**src/rtl/sd_dac_multi.sv**
```systemverilog
// Multi-channel sigma-delta DAC: one-deep frame buffer, clock-enable divider and
// per-channel 1st/2nd-order modulators with mute and order-change integrator clear.
module sd_dac_multi #(
  parameter int unsigned CHANNELS = 2,
  parameter int unsigned WIDTH    = 9,
  parameter int unsigned CE_DIV   = 1
) (
  input  logic                      Clk,
  input  logic                      Reset,
  input  logic [CHANNELS*WIDTH-1:0] DACin,
  input  logic                      DACin_valid,
  output logic                      DACin_ready,
  input  logic                      Mute,
  input  logic                      Order2,
  output logic                      Load,
  output logic [CHANNELS-1:0]       DACout
);

  localparam int unsigned FW = CHANNELS * WIDTH;
  localparam int unsigned CW = (CE_DIV > 1) ? $clog2(CE_DIV) : 1;
  localparam int unsigned IW = WIDTH + 4;
  localparam int unsigned SW = IW + 2;

  localparam logic [CW-1:0]        CE_LAST = CW'(CE_DIV - 1);
  localparam logic [WIDTH-1:0]     MID     = WIDTH'(2 ** (WIDTH - 1));
  localparam logic signed [SW-1:0] HALF    = SW'(2 ** (WIDTH - 1));
  localparam logic signed [SW-1:0] IMAX    = SW'(2 ** (IW - 1) - 1);
  localparam logic signed [SW-1:0] IMIN    = ~IMAX;

  // Clamp a wide integrator sum into the signed integrator range.
  function automatic logic signed [IW-1:0] sat_f(input logic signed [SW-1:0] v);
    if (v > IMAX) begin
      return IW'(IMAX);
    end else if (v < IMIN) begin
      return IW'(IMIN);
    end
    return IW'(v);
  endfunction

  logic [CW-1:0] ce_cnt_q, ce_cnt_d;
  logic          pend_full_q, pend_full_d;
  logic [FW-1:0] pend_q, pend_d;
  logic [FW-1:0] active_q, active_d;
  logic          ready_q, ready_d;
  logic          load_q, load_d;
  logic          ord_q, ord_d;
  logic          ce_c;
  logic          accept_c;
  logic          xfer_c;
  logic          clr_c;
  logic [FW-1:0] mod_in_c;

  // Shared control: CE divider, frame buffer handshake, order tracking.
  always_comb begin
    ce_cnt_d    = ce_cnt_q;
    pend_full_d = pend_full_q;
    pend_d      = pend_q;
    active_d    = active_q;
    ready_d     = ready_q;
    load_d      = 1'b0;
    ord_d       = ord_q;

    ce_c     = (ce_cnt_q == CE_LAST);
    accept_c = DACin_valid & ready_q;
    xfer_c   = ce_c & pend_full_q;
    clr_c    = ce_c & (Order2 != ord_q);

    ce_cnt_d = ce_c ? '0 : ce_cnt_q + CW'(1);
    if (accept_c) begin
      pend_d = DACin;
    end
    if (xfer_c) begin
      pend_full_d = 1'b0;
      active_d    = pend_q;
    end else if (accept_c) begin
      pend_full_d = 1'b1;
    end
    ready_d = ~pend_full_d;
    load_d  = xfer_c;
    if (ce_c) begin
      ord_d = Order2;
    end

    // A frame transferred at this CE already drives this CE's update.
    mod_in_c = Mute ? {CHANNELS{MID}} : active_d;
  end

  always_ff @(posedge Clk) begin
    if (Reset) begin
      ce_cnt_q    <= '0;
      pend_full_q <= 1'b0;
      pend_q      <= '0;
      active_q    <= {CHANNELS{MID}};
      ready_q     <= 1'b1;
      load_q      <= 1'b0;
      ord_q       <= 1'b0;
    end else begin
      ce_cnt_q    <= ce_cnt_d;
      pend_full_q <= pend_full_d;
      pend_q      <= pend_d;
      active_q    <= active_d;
      ready_q     <= ready_d;
      load_q      <= load_d;
      ord_q       <= ord_d;
    end
  end

  assign DACin_ready = ready_q;
  assign Load        = load_q;

  for (genvar k = 0; k < CHANNELS; k++) begin : g_ch
    logic [WIDTH-1:0]     x_c;
    logic [WIDTH-1:0]     acc_q, acc_d, acc_b;
    logic [WIDTH:0]       sum1_c;
    logic signed [IW-1:0] i1_q, i1_d, i1_b, i1_s;
    logic signed [IW-1:0] i2_q, i2_d, i2_b;
    logic signed [SW-1:0] u_c, fb_c, s1_c, s2_c;
    logic                 y_q, y_d;

    // Per-channel modulator; integrators start from zero on an order change.
    always_comb begin
      acc_d = acc_q;
      i1_d  = i1_q;
      i2_d  = i2_q;
      y_d   = y_q;

      x_c   = mod_in_c[k*WIDTH +: WIDTH];
      acc_b = clr_c ? '0 : acc_q;
      i1_b  = clr_c ? '0 : i1_q;
      i2_b  = clr_c ? '0 : i2_q;

      sum1_c = {1'b0, acc_b} + {1'b0, x_c};
      u_c    = $signed(SW'({1'b0, x_c})) - HALF;
      fb_c   = y_q ? HALF : -HALF;
      s1_c   = SW'(i1_b) + u_c - fb_c;
      i1_s   = sat_f(s1_c);
      s2_c   = SW'(i2_b) + SW'(i1_s) - fb_c;

      if (ce_c) begin
        acc_d = acc_b;
        i1_d  = i1_b;
        i2_d  = i2_b;
        if (Order2) begin
          i1_d = i1_s;
          i2_d = sat_f(s2_c);
          y_d  = ~i2_d[IW-1];
        end else begin
          acc_d = sum1_c[WIDTH-1:0];
          y_d   = sum1_c[WIDTH];
        end
      end
    end

    always_ff @(posedge Clk) begin
      if (Reset) begin
        acc_q <= '0;
        i1_q  <= '0;
        i2_q  <= '0;
        y_q   <= 1'b0;
      end else begin
        acc_q <= acc_d;
        i1_q  <= i1_d;
        i2_q  <= i2_d;
        y_q   <= y_d;
      end
    end

    assign DACout[k] = y_q;
  end

endmodule

```
**config.mk**
```make
export PLATFORM = sky130hd
export DESIGN_NAME = sd_dac_multi
export DESIGN_NICKNAME = d
export VERILOG_FILES = /design/src/rtl/sd_dac_multi.sv
export SDC_FILE = /design/constraint.sdc
export NUM_CORES = 1
export LEC_CHECK = 0
export ABC_CLOCK_PERIOD_IN_PS = 18150
export CORE_ASPECT_RATIO = 1.2
export CORE_MARGIN = 5
export CORE_UTILIZATION = 65
export DETAILED_ROUTE_END_ITERATION = 8
export PLACE_DENSITY = 0.95
export SLEW_MARGIN = 20
export SYNTH_ARGS = -nofsm -noshare
export SYNTH_HDL_FRONTEND = slang
export SYNTH_SLANG_ARGS = --single-unit
```
**constraint.sdc**
```tcl
create_clock -name Clk -period 18.15 [get_ports Clk]
set_input_delay 3.63 -clock Clk [delete_from_list [all_inputs] [get_ports Clk]]
set_output_delay 3.63 -clock Clk [all_outputs]
set_load 0.005 [all_outputs]
```
# After elaboration in Yosys (flattened, before gate mapping)
# Index checks and enable logic that the tools add are counted.
[word_totals] reg_bits=113 out_inout_bits=4 wordCells=93
[op_classes] addsub=13 order_cmp=8 n_eq_ne=1 n_mux=48 n_bitwise=7 reduce_logical=1
[op_table] cell="13-bit two-way mux" count=24
[op_table] cell="15-bit by 13-bit greater-than comparator with 1-bit output, second input constant" count=4
[op_table] cell="15-bit by 13-bit less-than comparator with 1-bit output, second input constant" count=4
[op_table] cell="14-bit by 15-bit subtractor with 15-bit output" count=4
[op_table] cell="18-bit two-way mux" count=2
[op_table] cell="9-bit two-way mux" count=4
[op_table] cell="15-bit two-way mux" count=2
[op_table] cell="13-bit by 10-bit adder with 14-bit output" count=2
[op_table] cell="13-bit by 13-bit adder with 14-bit output" count=2
[op_table] cell="9-bit by 9-bit adder with 10-bit output" count=2
[op_table] cell="9-bit by 9-bit subtractor with 10-bit output, second input constant" count=2
[op_table] cell="1-bit two-way mux" count=16
[op_table] cell="1-bit NOT" count=4
[op_table] cell="1-bit bitwise AND" count=3
[op_table] cell="2-bit OR reduction" count=1
[op_table] cell="1-bit adder, second input constant" count=1
[op_table] cell="1-bit inequality test" count=1

# Longest topological paths before layout
# Gate-level depths: netlist of run 1.
[depth] ltp_word=23 ltp_mapped=35 depth_no_buf=28

# Least setup slack after synthesis of run 1
# No wires, ideal clock.
[synth_path] kind="input-to-reg" start="input Order2" end="register g_ch[0].i2_q[5]" setup_time_ps=130 arrival_ps=10358 slack_ps=7662 stages=34 n_path_buf=8 cell_sequence="xnor2_1 > or2_0 > clkbuf_1 > clkbuf_1 > buf_2 > buf_1 > buf_1 > nand2_1 > fa_1 > inv_1 > ha_1 > a21o_1 > a21o_1 > a21oi_1 > mux2i_1 > o21ai_0 > or2_2 > a31o_2 > buf_2 > buf_2 > a21oi_1 > ha_1 > inv_1 > ha_1 > nor2b_1 > o21ai_0 > a21oi_1 > o21ai_0 > o211ai_1 > o41ai_1 > o21ai_1 > buf_2 > a211oi_1 > nor3_1"
[synth_between] elab_chain_len=20
[synth_rtl] item="start, declared" line_no="14" text="input logic Order2,"
[synth_rtl] item="1-bit inequality test" line_no="66" text="clr_c = ce_c & (Order2 != ord_q);"
[synth_rtl] item="1-bit bitwise AND" line_no="66"
[synth_rtl] item="13-bit two-way mux" line_no="129" text="i1_b = clr_c ? '0 : i1_q;"
[synth_rtl] item="13-bit by 10-bit adder with 14-bit output" line_no="135" text="s1_c = SW'(i1_b) + u_c - fb_c;"
[synth_rtl] item="14-bit by 15-bit subtractor with 15-bit output" line_no="135"
[synth_rtl] item="15-bit by 13-bit less-than comparator with 1-bit output" line_no="34" text="end else if (v < IMIN) begin"
[synth_rtl] item="1-bit two-way mux" line_no="34"
[synth_rtl] item="1-bit two-way mux" line_no="32" text="if (v > IMAX) begin"
[synth_rtl] item="[... 4 more ...]"
[synth_rtl] item="1-bit two-way mux" line_no="34"
[synth_rtl] item="1-bit two-way mux" line_no="32"
[synth_rtl] item="1-bit two-way mux" line_no="143" text="if (Order2) begin"
[synth_rtl] item="1-bit two-way mux" line_no="139" text="if (ce_c) begin"
[synth_rtl] item="13-bit two-way mux" line_no="37" text="return IW'(v);"
[synth_rtl] item="13-bit two-way mux" line_no="143"
[synth_rtl] item="13-bit two-way mux" line_no="139"
[synth_rtl] item="13-bit two-way mux *" line_no="143"
[synth_rtl] item="end signal, assigned" line_no="163" text="i2_q <= i2_d;"
[synth_rtl] item="end, declared" line_no="116" text="logic signed [IW-1:0] i2_q, i2_d, i2_b;"
# Mark *: on every way between the ends. The rest lies on a longest branch, timed or not. The select of a mux whose other input is x is not followed.
# A chain may end at the register's enable or synchronous reset.

# Worst setup path in the final report of run 1
[layout_path] start="input Order2" end="register g_ch[0].i2_q[2]"
# Same word-level chain as after synthesis.

==> report_table.html, run 1 <==
<table>
<tr><th>Metric</th><th>Value</th></tr>
<tr><th colspan="2">Route</th></tr>
<tr><td>Wire length reported by the detailed router</td><td>22,800 um</td></tr>
<tr><td>Remaining number of nets flagged by the antenna check after routing</td><td>0</td></tr>
<tr><td>Vias after detailed routing</td><td>8,679</td></tr>
<tr><td>Ratio of routed vias to standard cells</td><td>6.31</td></tr>
<tr><td>Number of iterations in the first detailed-routing pass</td><td>5</td></tr>
<tr><td>Iteration-0 DRC count of the detailed router</td><td>about 800</td></tr>
<tr><td># DRC</td><td>0</td></tr>
<tr><td>DR WL/cell</td><td>16.6 um</td></tr>
<tr><th colspan="2">Timing</th></tr>
<tr><td>Worst-margin pin slew</td><td>994 ps</td></tr>
<tr><td>Number of failing hold endpoints at the final stage</td><td>0</td></tr>
<tr><td>Slew headroom</td><td>33.4%</td></tr>
<tr><td>Final period utilization</td><td>roughly 62%</td></tr>
<tr><td>Max Fclk</td><td>89.0 MHz</td></tr>
<tr><td>Final clock skew</td><td>11.1 ps</td></tr>
<tr><td>Accumulated negative setup slack</td><td>0 ps</td></tr>
<tr><td>Count of final max-slew check failures</td><td>0</td></tr>
<tr><td>Final critical delay including setup and external delays</td><td>around 11,000 ps</td></tr>
<tr><td>RSZ-0062 raised after global routing</td><td>no</td></tr>
<tr><td>Final count of negative-setup-slack endpoints</td><td>0</td></tr>
<tr><th colspan="2">Placed design</th></tr>
<tr><td>GP Congestion</td><td>0.897</td></tr>
<tr><td>IO buf count</td><td>26</td></tr>
<tr><td>Sum of net half-perimeters after detailed placement</td><td>16,200 um</td></tr>
<tr><th colspan="2">Die</th></tr>
<tr><td>Floorplan die width</td><td>approximately 120 um</td></tr>
<tr><td>Starting Density</td><td>about two thirds</td></tr>
<tr><td>Die footprint</td><td>16,900 um2</td></tr>
<tr><td>Total core area</td><td>14,200 um2</td></tr>
<tr><td>Vertical extent of the die</td><td>141 um</td></tr>
<tr><td>Std cell rows</td><td>48</td></tr>
<tr><td>Count of pins on the block boundary</td><td>27</td></tr>
<tr><th colspan="2">Synth</th></tr>
<tr><td>Post-synthesis instance area</td><td>9330 um2</td></tr>
<tr><td>Mapped Nets</td><td>1,320</td></tr>
<tr><td>Yosys top cell by area</td><td>sky130_fd_sc_hd__dfxtp_1</td></tr>
<tr><td>Number of enable flip-flop cells after synthesis</td><td>0</td></tr>
<tr><td>Cell types with the largest area share after synthesis</td><td>sky130_fd_sc_hd__dfxtp_1 24%, sky130_fd_sc_hd__ha_1 12%, sky130_fd_sc_hd__nand2_1 6.6%</td></tr>
<tr><td>Sequential fraction of the synthesis area</td><td>24.2%</td></tr>
<tr><td>Count of unique library cells instantiated by Yosys</td><td>84</td></tr>
<tr><td>Async SR Flop Fraction</td><td>0%</td></tr>
<tr><td>Dominant combinational cell family by area after synthesis</td><td>compound AO/OA/AOI/OAI gates</td></tr>
<tr><td>Simple-gate share of the synthesized area</td><td>21.2%</td></tr>
<tr><td>Post-synthesis instance total</td><td>1,193</td></tr>
<tr><td>Number of warnings printed during yosys synthesis</td><td>0</td></tr>
<tr><td>Primary FF master, synth</td><td>sky130_fd_sc_hd__dfxtp_1</td></tr>
<tr><td>Mux contribution to synthesized area</td><td>1.97%</td></tr>
<tr><td>Complex-gate fraction of the synthesized area</td><td>24.9%</td></tr>
<tr><td>Adder-cell share of the synthesized area</td><td>16.1%</td></tr>
<tr><td>Mapped Avg Cell Area</td><td>7.82 um2</td></tr>
<tr><td>#FFs+latches synth</td><td>around 110</td></tr>
<tr><td>Share of the synthesized area in the top cell type</td><td>24.2%</td></tr>
<tr><td>Xor-xnor portion of the synthesized cell area</td><td>5.16%</td></tr>
<tr><th colspan="2">Finish</th></tr>
<tr><td>Number of diodes added for antenna fixing</td><td>0</td></tr>
<tr><td>Share of final-layout standard cells stronger than drive strength 1</td><td>slightly below 7%</td></tr>
<tr><td>Net count, final</td><td>1,315</td></tr>
<tr><td>Most frequent standard cell in the layout excluding fill and tap cells</td><td>sky130_fd_sc_hd__nand2_1</td></tr>
<tr><td>Commonest cells after routing, fill and taps aside</td><td>165 x sky130_fd_sc_hd__nand2_1, 113 x sky130_fd_sc_hd__dfxtp_1, 107 x sky130_fd_sc_hd__a21oi_1</td></tr>
<tr><td>Area growth from synthesis to layout</td><td>8.85%</td></tr>
<tr><th colspan="2">Worst hold path</th></tr>
<tr><td>Capture endpoint of the worst hold path</td><td>g_ch[0].i1_q[10]</td></tr>
<tr><td>Worst hold path startpoint</td><td>g_ch[0].i1_q[10]</td></tr>
<tr><td>Number of cells on the worst hold path</td><td>2</td></tr>
<tr><td>Class of the worst hold path</td><td>reg -&gt; reg</td></tr>
<tr><th colspan="2">Critical path</th></tr>
<tr><td>Internal reg-to-reg setup slack</td><td>10,090 ps</td></tr>
<tr><td>Reg-to-reg critical path endpoint</td><td>g_ch[0].i2_q[2]</td></tr>
<tr><td>Launch instance of the worst register-to-register path</td><td>ord_q</td></tr>
<tr><td>Kind of critical path</td><td>in -&gt; reg</td></tr>
<tr><td>Critical Path Sink Type</td><td>flip-flop</td></tr>
<tr><td>Critical-path top delay cell</td><td>sky130_fd_sc_hd__buf_4</td></tr>
<tr><td>Critical path launch point type</td><td>input pin</td></tr>
<tr><td>Arrival time at the worst endpoint</td><td>11,510 ps</td></tr>
<tr><td>Largest fanout of any net on the critical path</td><td>66</td></tr>
<tr><td>Req. time, crit path</td><td>around 18,000 ps</td></tr>
<tr><td>Worst r2r path cells</td><td>27</td></tr>
<tr><td>Max stage delay on crit path</td><td>620 ps</td></tr>
<tr><th colspan="2">Clocking</th></tr>
<tr><td>Clock sink count</td><td>113</td></tr>
<tr><td>Count of H-tree levels built during CTS</td><td>4</td></tr>
<tr><td>Clock-pin slew on the worst setup and hold paths</td><td>60 ps</td></tr>
<tr><td>Cts bufs inserted</td><td>17</td></tr>
<tr><td>Maximum clock path buffer count</td><td>2</td></tr>
<tr><td>Buffer cell driving the clock tree root</td><td>sky130_fd_sc_hd__clkbuf_16</td></tr>
<tr><td>Post-CTS Resized</td><td>0</td></tr>
<tr><td>Clock insertion delay at the later pin of the skew report</td><td>430 ps</td></tr>
<tr><td>Post-CTS Hold Fix Bufs</td><td>0</td></tr>
<tr><td>Post-CTS setup repair buffer count</td><td>0</td></tr>
<tr><td>TritonCTS clock tree</td><td>yes</td></tr>
<tr><th colspan="2">Global route</th></tr>
<tr><td>Antenna violations before repair</td><td>0</td></tr>
<tr><td>Total global-route track usage</td><td>27.6%</td></tr>
<tr><td>Wire length of the first global-routing pass</td><td>39,000 um</td></tr>
<tr><td>Number of global-route vias before repair</td><td>roughly 8,500</td></tr>
<tr><td>Remaining global-route overflow</td><td>0</td></tr>
<tr><td>Pin count of the biggest net entering global routing</td><td>78</td></tr>
<tr><th colspan="2">Outcome</th></tr>
<tr><td>Run status</td><td>completed</td></tr>
<tr><th colspan="2">Flow run</th></tr>
<tr><td>Number of max-cap violations</td><td>0</td></tr>
</table>
-- stage by stage --
stage,setup slack [ps],hold slack (ps),std cells,cell area (um2),util [%]
6_report,6920,457,1375,10200,71.4
2_1_floorplan,7660,417,1193,9330,-
3_5_place_dp,6720,433,1344,9620,67.6
3_3_place_gp,7020,435,1344,9620,67.6
5_1_grt,6410,480,1375,10200,71.4
4_1_cts,7060,456,1375,10200,71.4
-- how the worst max path moves through the flow --
stage | start | to | slack [ps] | cells past startpoint
after floorplan | Order2 | g_ch[0].i2_q[5] | 7660 | 34
after global placement | Order2 | g_ch[0].i2_q[2] | 7020 | 29
after detailed placement | Order2 | g_ch[0].i2_q[2] | 6720 | 29
after CTS | Order2 | g_ch[0].i2_q[2] | 7060 | 29
after global routing | Order2 | g_ch[0].i2_q[2] | 6410 | 29
final | Order2 | g_ch[0].i2_q[2] | 6920 | 29
-- synthesized netlist by cell type (all sizes together) (5+ instances only) --
cell type,number
and2,35
o211ai,13
nand2b,23
o21bai,5
nor2b,25
a221o,10
inv,88
maj3,6
xnor2,45
a211oi,8
or3,8
or2,8
buf,22
fa,18
nand2,165
nor2,83
o41ai,5
nor3,18
a311o,10
a21o,18
a22oi,16
nand3,24
o311ai,7
ha,86
a21oi,108
a31o,7
o21ai,49
xor2,10
a22o,5
o21a,17
dfxtp,113
a31oi,16
mux2i,18
clkbuf,37
-- kinds of logic (layout without fill, tap and decap cells) --
group	count (synthesis)	count (layout)
simple gates	417	417
xor+xnor	55	55
mux	18	18
compound gates	332	332
flops	113	113
buf+inv	147	154
fa+ha+maj	110	110
other cells	1	1
-- flip-flops by register name, summed over array words and instances, names as in the netlist --
name and cells:
DACin_ready 1, Load 1, active_q 18, ce_cnt_q 1, g_ch.acc_q 18, g_ch.i1_q 26
g_ch.i2_q 26, g_ch.y_q 2, ord_q 1, pend_full_q 1, pend_q 18
-- per-layer routing --
metal / track usage, % / part of all wire, % / up-vias
met5: 0 / 0 / -
met1: 32.5 / 41 / 4106
met3: 3.55 / 5.4 / 56
met2: 50.2 / 51 / 325
met4: 11.6 / 2.8 / 0
li1: - / - / 4192
-- layout make-up --
class	instances	area, um2
Clock inverter	13	103
Tap cell	175	219
Multi-Input combinational cell	933	6480
Clock buffer	18	439
Inverter	88	330
Sequential cell	113	2260
Timing Repair Buffer	35	323
Fill cell	1007	4080
-- worst max-delay path, delay by kind of cell --
kind / cells / cell delay, ps
multiplexers: 1 / 210
AO/OA/AOI/OAI: 13 / 3380
adder cells (fa/ha/maj): 4 / 1410
buffers and inverters: 5 / 1340
XOR/XNOR: 1 / 390
AND/OR/NAND/NOR: 5 / 1060
Power of run 1 is not shown: default switching activity piles up to over one toggle a cycle in this logic, so the estimate is an artifact.
==> run 2: changes to the inputs <==
--- a/config.mk
+++ b/config.mk
@@ -5,12 +5,12 @@
 export SDC_FILE = /design/constraint.sdc
 export NUM_CORES = 1
 export LEC_CHECK = 0
-export ABC_CLOCK_PERIOD_IN_PS = 18150
+export ABC_CLOCK_PERIOD_IN_PS = 11130
 export CORE_ASPECT_RATIO = 1.2
 export CORE_MARGIN = 5
-export CORE_UTILIZATION = 65
+export CORE_UTILIZATION = 63
 export DETAILED_ROUTE_END_ITERATION = 8
-export PLACE_DENSITY = 0.95
+export PLACE_DENSITY = 0.93
 export SLEW_MARGIN = 20
 export SYNTH_ARGS = -nofsm -noshare
 export SYNTH_HDL_FRONTEND = slang
==> constraint.sdc (replaced) <==
create_clock -name Clk -period 11.13 [get_ports Clk]
set_input_delay 2.226 -clock Clk [delete_from_list [all_inputs] [get_ports Clk]]
set_output_delay 2.226 -clock Clk [all_outputs]
set_load 0.005 [all_outputs]
==> run 2 against run 1 <==
Highest routed layer unchanged. Register-to-register slack got worse by 7200 ps. Flip-flop and latch count is the same. Wire length increased by 3.5%. Die area rose by 2.9%. Worst setup slack worse by 5300 ps. Cell count up 1.9%.
==> report_table.html, run 2 (same netlist as run 1, synthesis figures left out) <==
<table>
<tr><th>Metric</th><th>Value</th></tr>
<tr><th colspan="2">Global route</th></tr>
<tr><td>Total global-route track usage</td><td>28.1% (+0.54 points)</td></tr>
<tr><td>Remaining global-route overflow</td><td>0 (unchanged)</td></tr>
<tr><td>Met2 Track Usage GR</td><td>49.9% (-0.31 points)</td></tr>
<tr><td>Antenna violations before repair</td><td>0 (unchanged)</td></tr>
<tr><td>Met3 track demand over resource</td><td>5.79% (+2.2 points)</td></tr>
<tr><td>Wire length of the first global-routing pass</td><td>40,200 um (+3.1%)</td></tr>
<tr><td>Number of global-route vias before repair</td><td>8,811 (+3.9%)</td></tr>
<tr><td>Fraction of met1 tracks used by global routing</td><td>32.3% (-0.22 points)</td></tr>
<tr><td>Pin count of the biggest net entering global routing</td><td>78 (unchanged)</td></tr>
<tr><td>GRT busiest layer</td><td>met2</td></tr>
<tr><th colspan="2">Timing</th></tr>
<tr><td>Accumulated negative setup slack</td><td>0 ps (unchanged)</td></tr>
<tr><td>Final period utilization</td><td>between 80% and 90%</td></tr>
<tr><td>Worst Slack Setup Final</td><td>1570 ps (-5350 ps)</td></tr>
<tr><td>Final clock skew</td><td>7.91 ps (-3.15 ps)</td></tr>
<tr><td>Max Fclk</td><td>~100 MHz</td></tr>
<tr><td>Count of final max-slew check failures</td><td>0 (unchanged)</td></tr>
<tr><td>Final critical delay including setup and external delays</td><td>9560 ps</td></tr>
<tr><td>Worst-margin pin slew</td><td>1100 ps (+109 ps)</td></tr>
<tr><td>Number of failing hold endpoints at the final stage</td><td>0 (unchanged)</td></tr>
<tr><td>Slew headroom</td><td>26.2% (-7.3 points)</td></tr>
<tr><td>Final count of negative-setup-slack endpoints</td><td>0 (unchanged)</td></tr>
<tr><td>RSZ-0062 raised after global routing</td><td>no</td></tr>
<tr><th colspan="2">Route</th></tr>
<tr><td>Ratio of routed vias to standard cells</td><td>6.29 (-0.41%)</td></tr>
<tr><td>Wire length reported by the detailed router</td><td>23,600 um (+3.5%)</td></tr>
<tr><td># DRC</td><td>0 (unchanged)</td></tr>
<tr><td>Number of iterations in the first detailed-routing pass</td><td>5 (unchanged)</td></tr>
<tr><td>Iteration-0 DRC count of the detailed router</td><td>736 (-6.4%)</td></tr>
<tr><td>Remaining number of nets flagged by the antenna check after routing</td><td>0 (unchanged)</td></tr>
<tr><td>Vias after detailed routing</td><td>8,807 (+1.5%)</td></tr>
<tr><td>DR WL/cell</td><td>16.8 um (+1.6%)</td></tr>
<tr><th colspan="2">Critical path</th></tr>
<tr><td>Largest fanout of any net on the critical path</td><td>35 (-47%)</td></tr>
<tr><td>Arrival time at the worst endpoint</td><td>9910 ps (-1600 ps)</td></tr>
<tr><td>Kind of critical path</td><td>in -&gt; reg</td></tr>
<tr><td>Critical Path Sink Type</td><td>flip-flop</td></tr>
<tr><td>Req. time, crit path</td><td>11,480 ps (-6950 ps)</td></tr>
<tr><td>Critical path launch point type</td><td>input pin</td></tr>
<tr><th colspan="2">Die</th></tr>
<tr><td>Total core area</td><td>14,500 um2 (+1.7%)</td></tr>
<tr><td>Die footprint</td><td>17,400 um2 (+2.9%)</td></tr>
<tr><td>Vertical extent of the die</td><td>143 um (+1.5%)</td></tr>
<tr><td>Starting Density</td><td>64.5% (-1.1 points)</td></tr>
<tr><td>Floorplan die width</td><td>121 um (+1.4%)</td></tr>
<tr><td>Std cell rows</td><td>48 (unchanged)</td></tr>
<tr><td>Count of pins on the block boundary</td><td>27 (unchanged)</td></tr>
<tr><th colspan="2">Clocking</th></tr>
<tr><td>Count of H-tree levels built during CTS</td><td>4 (unchanged)</td></tr>
<tr><td>Post-CTS setup repair buffer count</td><td>0 (unchanged)</td></tr>
<tr><td>Post-CTS Hold Fix Bufs</td><td>0 (unchanged)</td></tr>
<tr><td>TritonCTS clock tree</td><td>yes</td></tr>
<tr><td>Maximum clock path buffer count</td><td>2 (unchanged)</td></tr>
<tr><td>Clock sink count</td><td>113 (unchanged)</td></tr>
<tr><td>Cts bufs inserted</td><td>17 (unchanged)</td></tr>
<tr><td>Post-CTS Resized</td><td>0 (unchanged)</td></tr>
<tr><td>Clock-pin slew on the worst setup and hold paths</td><td>60 ps (about the same)</td></tr>
<tr><td>Buffer cell driving the clock tree root</td><td>sky130_fd_sc_hd__clkbuf_16</td></tr>
<tr><td>Clock insertion delay at the later pin of the skew report</td><td>420 ps (about the same)</td></tr>
<tr><th colspan="2">Pwr</th></tr>
<tr><td>Worst IR Drop VDD</td><td>0.000514 V</td></tr>
<tr><td>Static leakage</td><td>4.52 nW</td></tr>
<tr><td>Power per standard cell area</td><td>approximately 370 nW/um2</td></tr>
<tr><th colspan="2">Placed design</th></tr>
<tr><td>Setup WS pre-CTS</td><td>1350 ps (-5370 ps)</td></tr>
<tr><td>Placed cell count</td><td>1,370 (+1.9%)</td></tr>
<tr><td>Cell area after placement</td><td>9650 um2 (+0.40%)</td></tr>
<tr><td>Sum of net half-perimeters after detailed placement</td><td>16,500 um (+1.5%)</td></tr>
<tr><td>IO buf count</td><td>26 (unchanged)</td></tr>
<tr><td>GP Congestion</td><td>0.977 (+8.9%)</td></tr>
<tr><th colspan="2">Finish</th></tr>
<tr><td>Area growth from synthesis to layout</td><td>9.92%</td></tr>
<tr><td>Largest registers ranked by flip-flop count</td><td>g_ch.i1_q (26), g_ch.i2_q (26)</td></tr>
<tr><td>Share of the core filled with cells in the final layout</td><td>70.9% (-0.49 points)</td></tr>
<tr><td>Post-route cell area</td><td>10,300 um2 (+0.99%)</td></tr>
<tr><td>Non-filler instance count after layout</td><td>1,401 (+1.9%)</td></tr>
<tr><td>Net count, final</td><td>1,316 (+0.076%)</td></tr>
<tr><td>Share of final-layout standard cells stronger than drive strength 1</td><td>6.83% (about the same)</td></tr>
<tr><td>Most frequent standard cell in the layout excluding fill and tap cells</td><td>sky130_fd_sc_hd__nand2_1</td></tr>
<tr><td>Commonest cells after routing, fill and taps aside</td><td>165 x sky130_fd_sc_hd__nand2_1, 113 x sky130_fd_sc_hd__dfxtp_1, 107 x sky130_fd_sc_hd__a21oi_1</td></tr>
<tr><td>Number of diodes added for antenna fixing</td><td>0 (unchanged)</td></tr>
<tr><th colspan="2">Flow run</th></tr>
<tr><td>Number of max-cap violations</td><td>0 (unchanged)</td></tr>
<tr><th colspan="2">Worst hold path</th></tr>
<tr><td>Class of the worst hold path</td><td>reg -&gt; reg</td></tr>
<tr><th colspan="2">Outcome</th></tr>
<tr><td>Run status</td><td>completed</td></tr>
</table>
==> run 2: cell types whose count changed in the layout (fill, tap and decap cells not counted) <==
cell / previous run / this run
sky130_fd_sc_hd__inv_6: 5 / 0
sky130_fd_sc_hd__bufinv_16: 0 / 3
sky130_fd_sc_hd__clkinvlp_4: 6 / 3
sky130_fd_sc_hd__clkinv_4: 1 / 3
sky130_fd_sc_hd__buf_4: 9 / 10
sky130_fd_sc_hd__clkbuf_1: 0 / 1
sky130_fd_sc_hd__clkinv_2: 1 / 2
sky130_fd_sc_hd__inv_8: 0 / 1
==> run 2: cell type report <==
type | instances | area, um2
flip-flops and latches | 113 | 2260
well taps | 200 | 250
repair buffers | 36 | 330
inverters | 88 | 330
clock inverters | 12 | 160
multi-input cells | 933 | 6480
fillers | 1070 | 4220
clock buffers | 19 | 443
==> run 2: power by group <==
part	internal (W)	total [W]	switching [W]
Combinational	0.00114	0.00272	0.00158
Sequential	0.000474	0.000514	0.0000400
Clock	0.000357	0.000559	0.000202
Total	0.00197	0.00380	0.00182
==> run 2: critical path, cell delays in order <==
cell	delay, ps
sky130_fd_sc_hd__clkdlybuf4s50_1	450
sky130_fd_sc_hd__buf_4	250
sky130_fd_sc_hd__xnor2_1	220
sky130_fd_sc_hd__or2_2	570
sky130_fd_sc_hd__buf_4	490
sky130_fd_sc_hd__nand2_1	130
sky130_fd_sc_hd__ha_1	340
sky130_fd_sc_hd__ha_1	240
sky130_fd_sc_hd__nor2b_1	120
sky130_fd_sc_hd__o21ai_1	90
sky130_fd_sc_hd__a21boi_1	240
sky130_fd_sc_hd__o31a_1	290
sky130_fd_sc_hd__o211ai_1	160
sky130_fd_sc_hd__a31oi_1	410
sky130_fd_sc_hd__o31a_1	580
sky130_fd_sc_hd__a21oi_1	90
sky130_fd_sc_hd__ha_1	300
sky130_fd_sc_hd__inv_1	40
sky130_fd_sc_hd__ha_1	340
sky130_fd_sc_hd__a21o_1	170
sky130_fd_sc_hd__a31o_2	220
sky130_fd_sc_hd__a31oi_1	290
sky130_fd_sc_hd__a21oi_1	170
sky130_fd_sc_hd__o41ai_2	250
sky130_fd_sc_hd__xnor2_1	130
sky130_fd_sc_hd__o21ai_1	700
sky130_fd_sc_hd__nand4_1	200
sky130_fd_sc_hd__a31oi_1	200
==> run 2: path summary, 6_finish.rpt <==
kind	from	to	slack (ps)	cells after the start
hold reg to reg	g_ch[0].i2_q[4]	g_ch[0].i2_q[4]	450	2
hold / removal	g_ch[0].i2_q[4]	g_ch[0].i2_q[4]	450	2
setup / recovery	Order2	g_ch[0].i2_q[6]	1570	28
setup reg to reg	ce_cnt_q	g_ch[1].i2_q[1]	2930	25
==> run 2: stage by stage <==
stage | hold WS (ps) | power, W
floorplan | 417 | 0.00272
global placement | 441 | 0.00307
detailed placement | 446 | 0.00317
CTS | 453 | 0.00377
global route | 466 | 0.00416
finish | 452 | 0.00380
==> run 2: layer usage <==
metal	vias to the layer above	wire length [um]
met5	-	0
met4	0	978
met3	101	1450
met2	371	11800
met1	4129	9360
li1	4206	-
(Power assumes the default switching activity.)
==> run 3: changes to the inputs <==
--- a/config.mk
+++ b/config.mk
@@ -7,7 +7,6 @@
 export LEC_CHECK = 0
 export ABC_CLOCK_PERIOD_IN_PS = 11130
 export CORE_ASPECT_RATIO = 1.2
-export CORE_MARGIN = 5
 export CORE_UTILIZATION = 63
 export DETAILED_ROUTE_END_ITERATION = 8
 export PLACE_DENSITY = 0.93
==> run 3 against run 2 <==
Cell area fell by 0.24%. Via count is 1.0% lower. Worst setup slack got worse by 150 ps. Count of clock-buffer cells in the layout fell by 2. Die area shrank 12%. Wire length shrank 1.5%. Non-clock buffer count unchanged. Clock skew fell by 2.4 ps. Sequential share of layout area up 0.054 points. Fmax decreased by 1.6%. First-iteration DRC count decreased by 10%. Cell count shrank 1.7%. Largest power group unchanged. Highest routed layer unchanged.
==> report_table.html, run 3 (same netlist as run 1, synthesis figures left out) <==
<table>
<tr><th>Metric</th><th>Value</th></tr>
<tr><th colspan="2">Outcome</th></tr>
<tr><td>Run status</td><td>completed</td></tr>
<tr><th colspan="2">Timing</th></tr>
<tr><td>Max Fclk</td><td>103 MHz (-1.6%)</td></tr>
<tr><td>Worst Slack Setup Final</td><td>1420 ps (-152 ps)</td></tr>
<tr><td>Number of failing hold endpoints at the final stage</td><td>0 (unchanged)</td></tr>
<tr><td>Final-layout worst hold slack</td><td>454 ps (+2.35 ps)</td></tr>
<tr><td>Final period utilization</td><td>87.2% (+1.4 points)</td></tr>
<tr><td>Worst-margin pin slew</td><td>989 ps (-114 ps)</td></tr>
<tr><td>Accumulated negative setup slack</td><td>0 ps (unchanged)</td></tr>
<tr><td>Final critical delay including setup and external delays</td><td>9710 ps (+152 ps)</td></tr>
<tr><td>RSZ-0062 raised after global routing</td><td>no</td></tr>
<tr><td>Final count of negative-setup-slack endpoints</td><td>0 (unchanged)</td></tr>
<tr><td>Count of final max-slew check failures</td><td>0 (unchanged)</td></tr>
<tr><td>Slew headroom</td><td>33.8% (+7.7 points)</td></tr>
<tr><td>Final clock skew</td><td>5.54 ps (-2.37 ps)</td></tr>
<tr><th colspan="2">Clocking</th></tr>
<tr><td>Post-CTS Resized</td><td>0 (unchanged)</td></tr>
<tr><td>Clock insertion delay at the later pin of the skew report</td><td>430 ps (about the same)</td></tr>
<tr><td>Count of H-tree levels built during CTS</td><td>4 (unchanged)</td></tr>
<tr><td>TritonCTS clock tree</td><td>yes</td></tr>
<tr><td>Clock-pin slew on the worst setup and hold paths</td><td>60 ps (about the same)</td></tr>
<tr><td>Maximum clock path buffer count</td><td>2 (unchanged)</td></tr>
<tr><td>Post-CTS Hold Fix Bufs</td><td>0 (unchanged)</td></tr>
<tr><td>Cts bufs inserted</td><td>17 (unchanged)</td></tr>
<tr><td>Clock sink count</td><td>113 (unchanged)</td></tr>
<tr><td>Buffer cell driving the clock tree root</td><td>sky130_fd_sc_hd__clkbuf_16</td></tr>
<tr><td>Post-CTS setup repair buffer count</td><td>0 (unchanged)</td></tr>
<tr><th colspan="2">Pwr</th></tr>
<tr><td>Power per standard cell area</td><td>368 nW/um2 (-0.63%)</td></tr>
<tr><td>Final total power</td><td>0.00376 W (-0.87%)</td></tr>
<tr><td>Worst IR Drop VDD</td><td>0.000623 V (+21%)</td></tr>
<tr><td>Static leakage</td><td>4.53 nW (+0.23%)</td></tr>
<tr><th colspan="2">Global route</th></tr>
<tr><td>Wire length of the first global-routing pass</td><td>39,600 um (-1.5%)</td></tr>
<tr><td>Pin count of the biggest net entering global routing</td><td>78 (unchanged)</td></tr>
<tr><td>Remaining global-route overflow</td><td>0 (unchanged)</td></tr>
<tr><td>Number of global-route vias before repair</td><td>8,710 (-1.1%)</td></tr>
<tr><td>Antenna violations before repair</td><td>0 (unchanged)</td></tr>
<tr><td>Total global-route track usage</td><td>32.0% (+3.9 points)</td></tr>
<tr><th colspan="2">Route</th></tr>
<tr><td>Wire length reported by the detailed router</td><td>23,200 um (-1.5%)</td></tr>
<tr><td>Remaining number of nets flagged by the antenna check after routing</td><td>0 (unchanged)</td></tr>
<tr><td># DRC</td><td>0 (unchanged)</td></tr>
<tr><td>Number of iterations in the first detailed-routing pass</td><td>8 (+3)</td></tr>
<tr><td>Vias after detailed routing</td><td>8,715 (-1.0%)</td></tr>
<tr><td>Iteration-0 DRC count of the detailed router</td><td>660 (-10%)</td></tr>
<tr><td>DR WL/cell</td><td>16.9 um (+0.23%)</td></tr>
<tr><td>Ratio of routed vias to standard cells</td><td>6.33 (+0.68%)</td></tr>
<tr><th colspan="2">Critical path</th></tr>
<tr><td>Number of buffer and inverter stages on the critical path</td><td>4 (unchanged)</td></tr>
<tr><td>Max stage delay on crit path</td><td>750 ps (+50 ps)</td></tr>
<tr><td>Arrival time at the worst endpoint</td><td>10,000 ps (+90 ps)</td></tr>
<tr><td>Critical Path Sink Type</td><td>flip-flop</td></tr>
<tr><td>Req. time, crit path</td><td>11,420 ps (-60 ps)</td></tr>
<tr><td>Gate family responsible for the most delay along the worst path</td><td>compound AO/OA/AOI/OAI gates</td></tr>
<tr><td>Most repeated library cell on the critical path</td><td>sky130_fd_sc_hd__nand2_1</td></tr>
<tr><td>Critical-path top delay cell</td><td>sky130_fd_sc_hd__o211ai_1</td></tr>
<tr><td>Internal reg-to-reg setup slack</td><td>3200 ps (+270 ps)</td></tr>
<tr><td>Critical path launch point type</td><td>input pin</td></tr>
<tr><td>Kind of critical path</td><td>in -&gt; reg</td></tr>
<tr><td>Largest fanout of any net on the critical path</td><td>30 (-14%)</td></tr>
<tr><th colspan="2">Finish</th></tr>
<tr><td>Area of combinational cells with multiple inputs</td><td>6480 um2 (unchanged)</td></tr>
<tr><td>Area taken by flip-flops and latches</td><td>2260 um2 (unchanged)</td></tr>
<tr><td>Non-filler instance count after layout</td><td>1,377 (-1.7%)</td></tr>
<tr><td>Area growth from synthesis to layout</td><td>9.65%</td></tr>
<tr><td>Largest registers ranked by flip-flop count</td><td>g_ch.i1_q (26), g_ch.i2_q (26)</td></tr>
<tr><td>Commonest cells after routing, fill and taps aside</td><td>165 x sky130_fd_sc_hd__nand2_1, 113 x sky130_fd_sc_hd__dfxtp_1, 107 x sky130_fd_sc_hd__a21oi_1</td></tr>
<tr><td>Number of diodes added for antenna fixing</td><td>0 (unchanged)</td></tr>
<tr><td>Net count, final</td><td>1,316 (unchanged)</td></tr>
<tr><td>Fillcell total</td><td>1,062 (-0.75%)</td></tr>
<tr><td>Most frequent standard cell in the layout excluding fill and tap cells</td><td>sky130_fd_sc_hd__nand2_1</td></tr>
<tr><td>Share of final-layout standard cells stronger than drive strength 1</td><td>6.99% (+0.16 points)</td></tr>
<tr><th colspan="2">Die</th></tr>
<tr><td>Count of pins on the block boundary</td><td>27 (unchanged)</td></tr>
<tr><td>Vertical extent of the die</td><td>135 um (-5.6%)</td></tr>
<tr><td>Total core area</td><td>14,400 um2 (-0.42%)</td></tr>
<tr><td>Floorplan die width</td><td>113 um (-6.6%)</td></tr>
<tr><td>Die footprint</td><td>15,300 um2 (-12%)</td></tr>
<tr><td>Starting Density</td><td>64.7% (+0.27 points)</td></tr>
<tr><td>Std cell rows</td><td>48 (unchanged)</td></tr>
<tr><th colspan="2">Flow run</th></tr>
<tr><td>Number of max-cap violations</td><td>0 (unchanged)</td></tr>
<tr><th colspan="2">Placed design</th></tr>
<tr><td>GP Congestion</td><td>0.910 (-6.8%)</td></tr>
<tr><td>Placed cell count</td><td>1,345 (-1.8%)</td></tr>
<tr><td>Sum of net half-perimeters after detailed placement</td><td>16,400 um (-0.23%)</td></tr>
<tr><td>IO buf count</td><td>26 (unchanged)</td></tr>
<tr><td>Setup WS pre-CTS</td><td>1220 ps (-128 ps)</td></tr>
<tr><th colspan="2">Worst hold path</th></tr>
<tr><td>Class of the worst hold path</td><td>reg -&gt; reg</td></tr>
</table>
[run 3: cell types whose count changed in the layout (fill, tap and decap cells not counted), sizes merged]
cell,change
inv,+6
clkinvlp,-2
clkbuf,-2
bufinv,-1
[run 3: layer usage]
layer | vias to the layer above | track usage [%] | wire length (um)
met5 | - | 0 | 0
met2 | 333 | 58.3 | 11800
met1 | 4110 | 36.0 | 9360
met3 | 69 | 5.55 | 1320
li1 | 4203 | - | -
met4 | 0 | 15.1 | 743
[run 3: report_power, final]
part	total (W)	switching (W)	internal, W
Combinational	0.00270	0.00156	0.00114
Clock	0.000551	0.000215	0.000335
Sequential	0.000512	0.0000388	0.000474
[run 3: area by class of cell]
type / count / area share (%)
flip-flops and latches: 113 / 22.1
clock inverters: 15 / 1.68
multi-input cells: 933 / 63.3
repair buffers: 36 / 3.35
clock buffers: 17 / 4.16
well taps: 175 / 2.14
inverters: 88 / 3.23
[run 3: worst reg2reg max path, cell delays in order (launching register included)]
cell,delay [ps]
sky130_fd_sc_hd__dfxtp_1,750
sky130_fd_sc_hd__xnor2_1,270
sky130_fd_sc_hd__or2_2,570
sky130_fd_sc_hd__and2_1,290
sky130_fd_sc_hd__fa_1,440
sky130_fd_sc_hd__ha_1,350
sky130_fd_sc_hd__inv_1,170
sky130_fd_sc_hd__o21bai_1,90
sky130_fd_sc_hd__a21oi_1,210
sky130_fd_sc_hd__nand2_1,110
sky130_fd_sc_hd__o21ai_0,360
sky130_fd_sc_hd__nand2_1,90
sky130_fd_sc_hd__o211ai_1,750
sky130_fd_sc_hd__a21oi_1,160
sky130_fd_sc_hd__ha_1,320
sky130_fd_sc_hd__inv_1,40
sky130_fd_sc_hd__ha_1,340
sky130_fd_sc_hd__a2111oi_0,670
sky130_fd_sc_hd__nor3b_1,190
sky130_fd_sc_hd__o21ai_0,290
sky130_fd_sc_hd__o21ai_0,240
sky130_fd_sc_hd__o41ai_1,430
sky130_fd_sc_hd__a311oi_1,100
sky130_fd_sc_hd__nand3_1,430
sky130_fd_sc_hd__nand2_1,120
[run 3: stage by stage]
stage          utilization (%)  area [um2]
2_1_floorplan                -        9330
6_report                  71.0       10200
3_3_place_gp              66.8        9640
4_1_cts                   71.0       10200
3_5_place_dp              66.8        9640
5_1_grt                   71.0       10200
[run 3: worst paths after layout]
path,startpoint,end,cells past startpoint
max reg2reg,ord_q,g_ch[1].i2_q[7],24
max,Order2,g_ch[1].i2_q[7],27
min reg2reg,pend_q[9],pend_q[9],2
min,pend_q[9],pend_q[9],2
